[src/rtl/cnt10_trap_monitor.sv]
// Trap driver and sequence checker for a decade counter: follows Q through the
// 0..9 wrap sequence, arms on ARM_VAL and requests a trap (TEST) on TRAP_VAL.
//
// state    | meaning
// ---------+-----------------------------------------------------------
// IDLE     | monitor disabled, waiting for en_i
// SYNC     | take Q as baseline without checking (start-up or after error)
// WAIT_ARM | checking sequence, waiting for Q == ARM_VAL
// ARMED    | checking sequence, TEST fires when Q == TRAP_VAL
// DONE     | single-shot trap spent; checking continues, TEST held low
module cnt10_trap_monitor #(
  parameter int unsigned ARM_VAL  = 9,
  parameter int unsigned TRAP_VAL = 1,
  parameter bit          REARM    = 1'b1,
  parameter int unsigned WRAP_W   = 8
) (
  input  logic              clk_i,
  input  logic              reset_i,
  input  logic              en_i,
  input  logic [3:0]        q_i,
  output logic              test_o,
  output logic              seq_err_o,
  output logic              illegal_o,
  output logic [WRAP_W-1:0] wrap_cnt_o,
  output logic [2:0]        state_o
);

  localparam logic [2:0] IDLE     = 3'd0;
  localparam logic [2:0] SYNC     = 3'd1;
  localparam logic [2:0] WAIT_ARM = 3'd2;
  localparam logic [2:0] ARMED    = 3'd3;
  localparam logic [2:0] DONE     = 3'd4;

  localparam logic [3:0]        ARM_Q    = 4'(ARM_VAL);
  localparam logic [3:0]        TRAP_Q   = 4'(TRAP_VAL);
  localparam logic [WRAP_W-1:0] WRAP_ONE = {{(WRAP_W-1){1'b0}}, 1'b1};

  logic [2:0]        state_q, state_d;
  logic [3:0]        q_prev_q, q_prev_d;
  logic              seq_err_q, seq_err_d;
  logic              illegal_q, illegal_d;
  logic [WRAP_W-1:0] wrap_q, wrap_d;
  logic              skip_q, skip_d;

  logic [3:0] expected;
  logic       checking;
  logic       seq_fail;
  logic       test;

  assign expected = (q_prev_q == 4'd9) ? 4'd0 : q_prev_q + 4'd1;
  assign checking = (state_q == WAIT_ARM) || (state_q == ARMED) || (state_q == DONE);
  // The counter may jump or hold after a trap, so that cycle only re-baselines.
  assign seq_fail = checking && !skip_q && (q_i != expected);

  always_comb begin
    state_d   = state_q;
    q_prev_d  = q_prev_q;
    seq_err_d = seq_err_q;
    illegal_d = illegal_q;
    wrap_d    = wrap_q;
    skip_d    = 1'b0;
    test      = 1'b0;
    if (!en_i) begin
      state_d = IDLE;
    end else begin
      q_prev_d = q_i;
      if (q_i > 4'd9) begin
        illegal_d = 1'b1;
        state_d   = SYNC;
      end else if (seq_fail) begin
        seq_err_d = 1'b1;
        state_d   = SYNC;
      end else begin
        if (checking && !skip_q && (q_prev_q == 4'd9) && (q_i == 4'd0) && (wrap_q != '1))
          wrap_d = wrap_q + WRAP_ONE;
        case (state_q)
          IDLE:     state_d = SYNC;
          SYNC:     state_d = (q_i == ARM_Q) ? ARMED : WAIT_ARM;
          WAIT_ARM: if (q_i == ARM_Q) state_d = ARMED;
          ARMED: begin
            if (q_i == TRAP_Q) begin
              test    = 1'b1;
              skip_d  = 1'b1;
              state_d = REARM ? WAIT_ARM : DONE;
            end
          end
          DONE:     state_d = DONE;
          default:  state_d = IDLE;
        endcase
      end
    end
  end

  always_ff @(posedge clk_i) begin
    if (reset_i) begin
      state_q   <= IDLE;
      q_prev_q  <= 4'd0;
      seq_err_q <= 1'b0;
      illegal_q <= 1'b0;
      wrap_q    <= '0;
      skip_q    <= 1'b0;
    end else begin
      state_q   <= state_d;
      q_prev_q  <= q_prev_d;
      seq_err_q <= seq_err_d;
      illegal_q <= illegal_d;
      wrap_q    <= wrap_d;
      skip_q    <= skip_d;
    end
  end

  assign test_o     = test;
  assign seq_err_o  = seq_err_q;
  assign illegal_o  = illegal_q;
  assign wrap_cnt_o = wrap_q;
  assign state_o    = state_q;

endmodule

[config.mk]
export PLATFORM = sky130hd
export DESIGN_NAME = cnt10_trap_monitor
export DESIGN_NICKNAME = d
export VERILOG_FILES = /design/src/rtl/cnt10_trap_monitor.sv
export SDC_FILE = /design/constraint.sdc
export NUM_CORES = 1
export LEC_CHECK = 0
export ABC_AREA = 1
export BUFFER_PORTS_ARGS = -buffer_cell sky130_fd_sc_hd__buf_4
export CORE_ASPECT_RATIO = 0.9
export CORE_UTILIZATION = 30
export CTS_CLUSTER_DIAMETER = 100
export CTS_CLUSTER_SIZE = 8
export DETAILED_ROUTE_END_ITERATION = 10
export MAX_ROUTING_LAYER = met4
export SLEW_MARGIN = 20
export SYNTH_ARGS = -nofsm -noshare
export SYNTH_HDL_FRONTEND = slang
export SYNTH_SLANG_ARGS = --single-unit
[constraint.sdc]
create_clock -name clk_i -period 4.1 [get_ports clk_i]
set_input_delay 0.82 -clock clk_i [delete_from_list [all_inputs] [get_ports clk_i]]
set_output_delay 0.82 -clock clk_i [all_outputs]
set_load 0.02 [all_outputs]
# == Yosys cells after proc, flatten, opt, wreduce, memory -nomap -nowiden ==
# Cells that the tools add are included.
# op_classes
n_eq_ne,13
n_bitwise,3
n_lt_le_gt_ge,1
muxes,12
n_addsub,2
reduce_logical,17
# ops
op,count
one-hot mux 3 bit (5 select lines),1
"adder 8 x 1 -> 8 bit, second input constant",1
"equality test 4 bit, second input constant",2
two-way mux 1 bit,8
"inequality test 4 x 2 -> 1 bit, second input constant",2
"inequality test 8 bit, second input constant",1
"equality test 3 x 2 -> 1 bit, second input constant",2
two-way mux 3 bit,2
AND reduction 2 bit,3
logical AND 1 bit,5
"adder 4 x 1 -> 4 bit, second input constant",1
"equality test 4 x 1 -> 1 bit, second input constant",1
"> comparator 4 bit, second input constant",1
zero test 4 bit,1
two-way mux 4 bit,1
"inequality test 2 x 1 -> 1 bit, second input constant",2
inequality test 4 bit,1
AND reduction 4 bit,1
OR reduction 4 bit,1
"equality test 3 x 1 -> 1 bit, second input constant",1
"equality test 3 bit, second input constant",1
zero test 3 bit,1
inverter 1 bit,3
AND reduction 3 bit,1
3 further kinds,4
# word_totals
output_inout_bits,14
reg_bits,18
wordCells,55
inputBits,7

# == Depth between registers and ports, before layout ==
# depth
depth_word,8
mapped_depth,14
ltp_nobuf,13

# == Worst setup path after synthesis ==
# OpenSTA, ideal clock, no wires.
# synth_path
path_type,input to output
startpoint,input port q_i[0]
endpoint,output port test_o
stages,8
n_path_buf,0
arrival_time_ns,1.606
path_slack_ns,1.674
path_cell_list,inv_1 nor3_1 nor2_1 inv_1 nand2_1 inv_1 nand4_1 inv_1
# synth_via
elab_chain_cells,6
word_cells_on_any_way,9
classes_between,order compare (1); eq/ne (2); mux (5); reduce/logical (1)
# synth_rtl
element,line,text
"start, declared",20,"input logic [3:0] q_i,"
equality test 4 x 1 -> 1 bit,81,if (q_i == TRAP_Q) begin
two-way mux 1 bit,81,
two-way mux 1 bit,-,
two-way mux 1 bit,70,end else if (seq_fail) begin
two-way mux 1 bit (*) (2 in a row),-,
"end, declared",21,"output logic test_o,"
# Mark *: on every way between the ends. The rest lies on a longest branch, timed or not.

# == Worst setup path after layout ==
# Same ends and word-level chain as after synthesis.

==> results.ini <==
[placed_design]
gp_congestion=0.8364
place_area_um2=1240
dp_worst_setup_slack_ns=1.385
dp_hpwl_mm=1.739
numPortBuffers=20
dp.cells=214

[floorplan]
start_util_pct=31.30
die_w_um=64.58
pin_count=21
die-height_um=58.32
die_area_um2=3766
rows=20
core_um2=3378

[final_layout]
antenna_cells=0
final_cell_mix=nand2_1 (30), buf_4 (20), nor2_1 (19)
fin_cells=218
final_common_cell=nand2_1
syn_to_final_growth_pct=22.49
fin_area_um2=1295
drive_gt1_share_pct=23.56
final_nets=183

[synthesis]
synthCells=152
syn_nets=160
syn-cell-area_um2=1057
synthArstFlopShare_pct=0
synth_seq_area_share_pct=34.08
yosysUniqueCellTypes=29
ys_seq_elements=18
syn_avg_cell_area_um2=6.956
synth_edf_count=0
synth-main-ff-cell=dfxtp_1
synth_warnings=0

[worst_setup_path]
crit_path_start_kind=input port
slowest_stage=nor3_1
path_delay_family=buffers and inverters
cp_common_cell=inv_1
end_kind=output port
cp_num_buf_inv=6
crit_path_max_fanout=4
slowest_delay_ns=0.22
path_cells=buf_4 > inv_1 > nor3_1 > nor2_1 > inv_1 > nand2_1 > inv_1 > nand4_1 > inv_1 > buf_4
critPathArrivalTime_ns=1.88
worst-endpoint-required_ns=3.28
path_class=in -> out

[clock_network]
htreeDepth=1
cts_tree=built
postCtsHoldBufs=0
clockBufferDepth=2
cts.sinks=18
clock_latency_ns=0.26
cts_inserted_buffers=3
root_buffer=clkbuf_8
post_cts_resized=0
clk_pin_slew_ns=0.07
postCtsSetupBuffers=0

[power_and_ir_drop]
p_leak_uw=0.0005870
peakVddDrop_mv=0.1213
p_per_area_nw_per_um2=295.1
p_total_uw=382.1

[flow_run]
cap_violations=0

[detailed_routing]
ant_nets=0
initialDrtViolationCount=30
vias=1005
wl_per_cell_um=10.31
routed_wl_mm=2.248
drc=0
vias_per_cell=4.610
drt_first_pass_iters=4

[timing]
relSlewSlack_pct=77.18
finalHoldViolCount=0
tns_ns=0
drv_slew=0
worstMarginPinSlew_ns=0.3412
setup_slack_ns=1.401
skew_ns=0.005380
setup_viol=0
rsz0062_at_grt=false
fin_crit_sh_pct=65.83
finalCriticalPeriod_ns=2.699
max_clock_freq_ghz=0.3705

[global_routing]
grt_use_total_pct=14.29
grt_pass1_vias=949
grt_pass1_wl_mm=4.057
antenna_found_initial=0
grt_max_degree=11
grt-ovfl-total=0

[status]
outcome=complete, no violations

[min_path]
hold_class=reg -> reg

==> final timing paths <==
check | from | endpoint | slack [ns] | depth (start not counted)
worst min-delay path | seq_err_o | seq_err_o | 0.48 | 1
worst max-delay path | q_i[0] | test_o | 1.40 | 10
worst min register to register | seq_err_o | seq_err_o | 0.48 | 1
worst max register to register | q_prev_q[0] | wrap_cnt_o[7] | 2.39 | 9
==> routing by layer <==
layer | routed length [um] | global-route usage, % | vias to the layer above
met5 | 0 | - | -
met4 | 13 | 3.175 | 0
met3 | 109 | 4.264 | 2
met2 | 1019 | 23.76 | 25
met1 | 1106 | 17.12 | 431
li1 | - | - | 547
==> cells in the mapped netlist, types with 2 or more instances <==
cell type	number	area (um^2)
nand4_1	5	31.28
o21ai_1	3	15.01
nor2_2	2	12.51
nor3_1	6	30.03
a31oi_1	3	18.77
a21oi_1	8	40.04
o21ai_0	5	25.02
buf_6	2	22.52
nor2_4	3	33.78
inv_2	4	15.01
nand2_1	30	112.6
nor2_1	19	71.32
dfxtp_1	18	360.4
o21a_1	2	15.01
inv_1	16	60.06
nand3_1	12	60.06
nand3_2	2	20.02
==> kinds of logic after synthesis <==
family / share of synthesized area [%]
adder cells (fa/ha/maj): 1.183
AO/OA/AOI/OAI: 12.19
XOR/XNOR: 0.8286
AND/OR/NAND/NOR: 41.54
flip-flops: 34.08
buffers and inverters: 10.18
==> sequential cells by signal (all words and copies together), names as in the netlist <==
| signal | cells |
|---|---|
| q_prev_q | 4 |
| seq_err_o | 1 |
| skip_q | 1 |
| state_o | 3 |
| illegal_o | 1 |
| wrap_cnt_o | 8 |
==> report_power, final <==
group	leakage [uW]	switching (uW)	internal (uW)	total, uW
combinational	0.000412	29.5	18.6	48.1
clock	0.0000288	62.8	85.4	148
sequential	0.000146	6.65	179	186
total	0.000587	99.0	283	382
==> through the flow <==
step           util (%)  hold WS, ns
3_5_place_dp      36.70       0.4693
2_1_floorplan         -       0.5387
3_3_place_gp      36.70       0.4578
4_1_cts           38.33       0.4866
6_report          38.33       0.4791
5_1_grt           38.33       0.5175
==> final cells by class <==
class | count | area, um^2
fill | 370 | 2083
multi-input combinational | 110 | 589.3
sequential | 18 | 360.3
timing repair buffer | 20 | 150.1
inverter | 22 | 85.08
clock buffer | 4 | 55.05
tap | 44 | 55.05
Note: power is estimated with default switching activity, not from simulation.
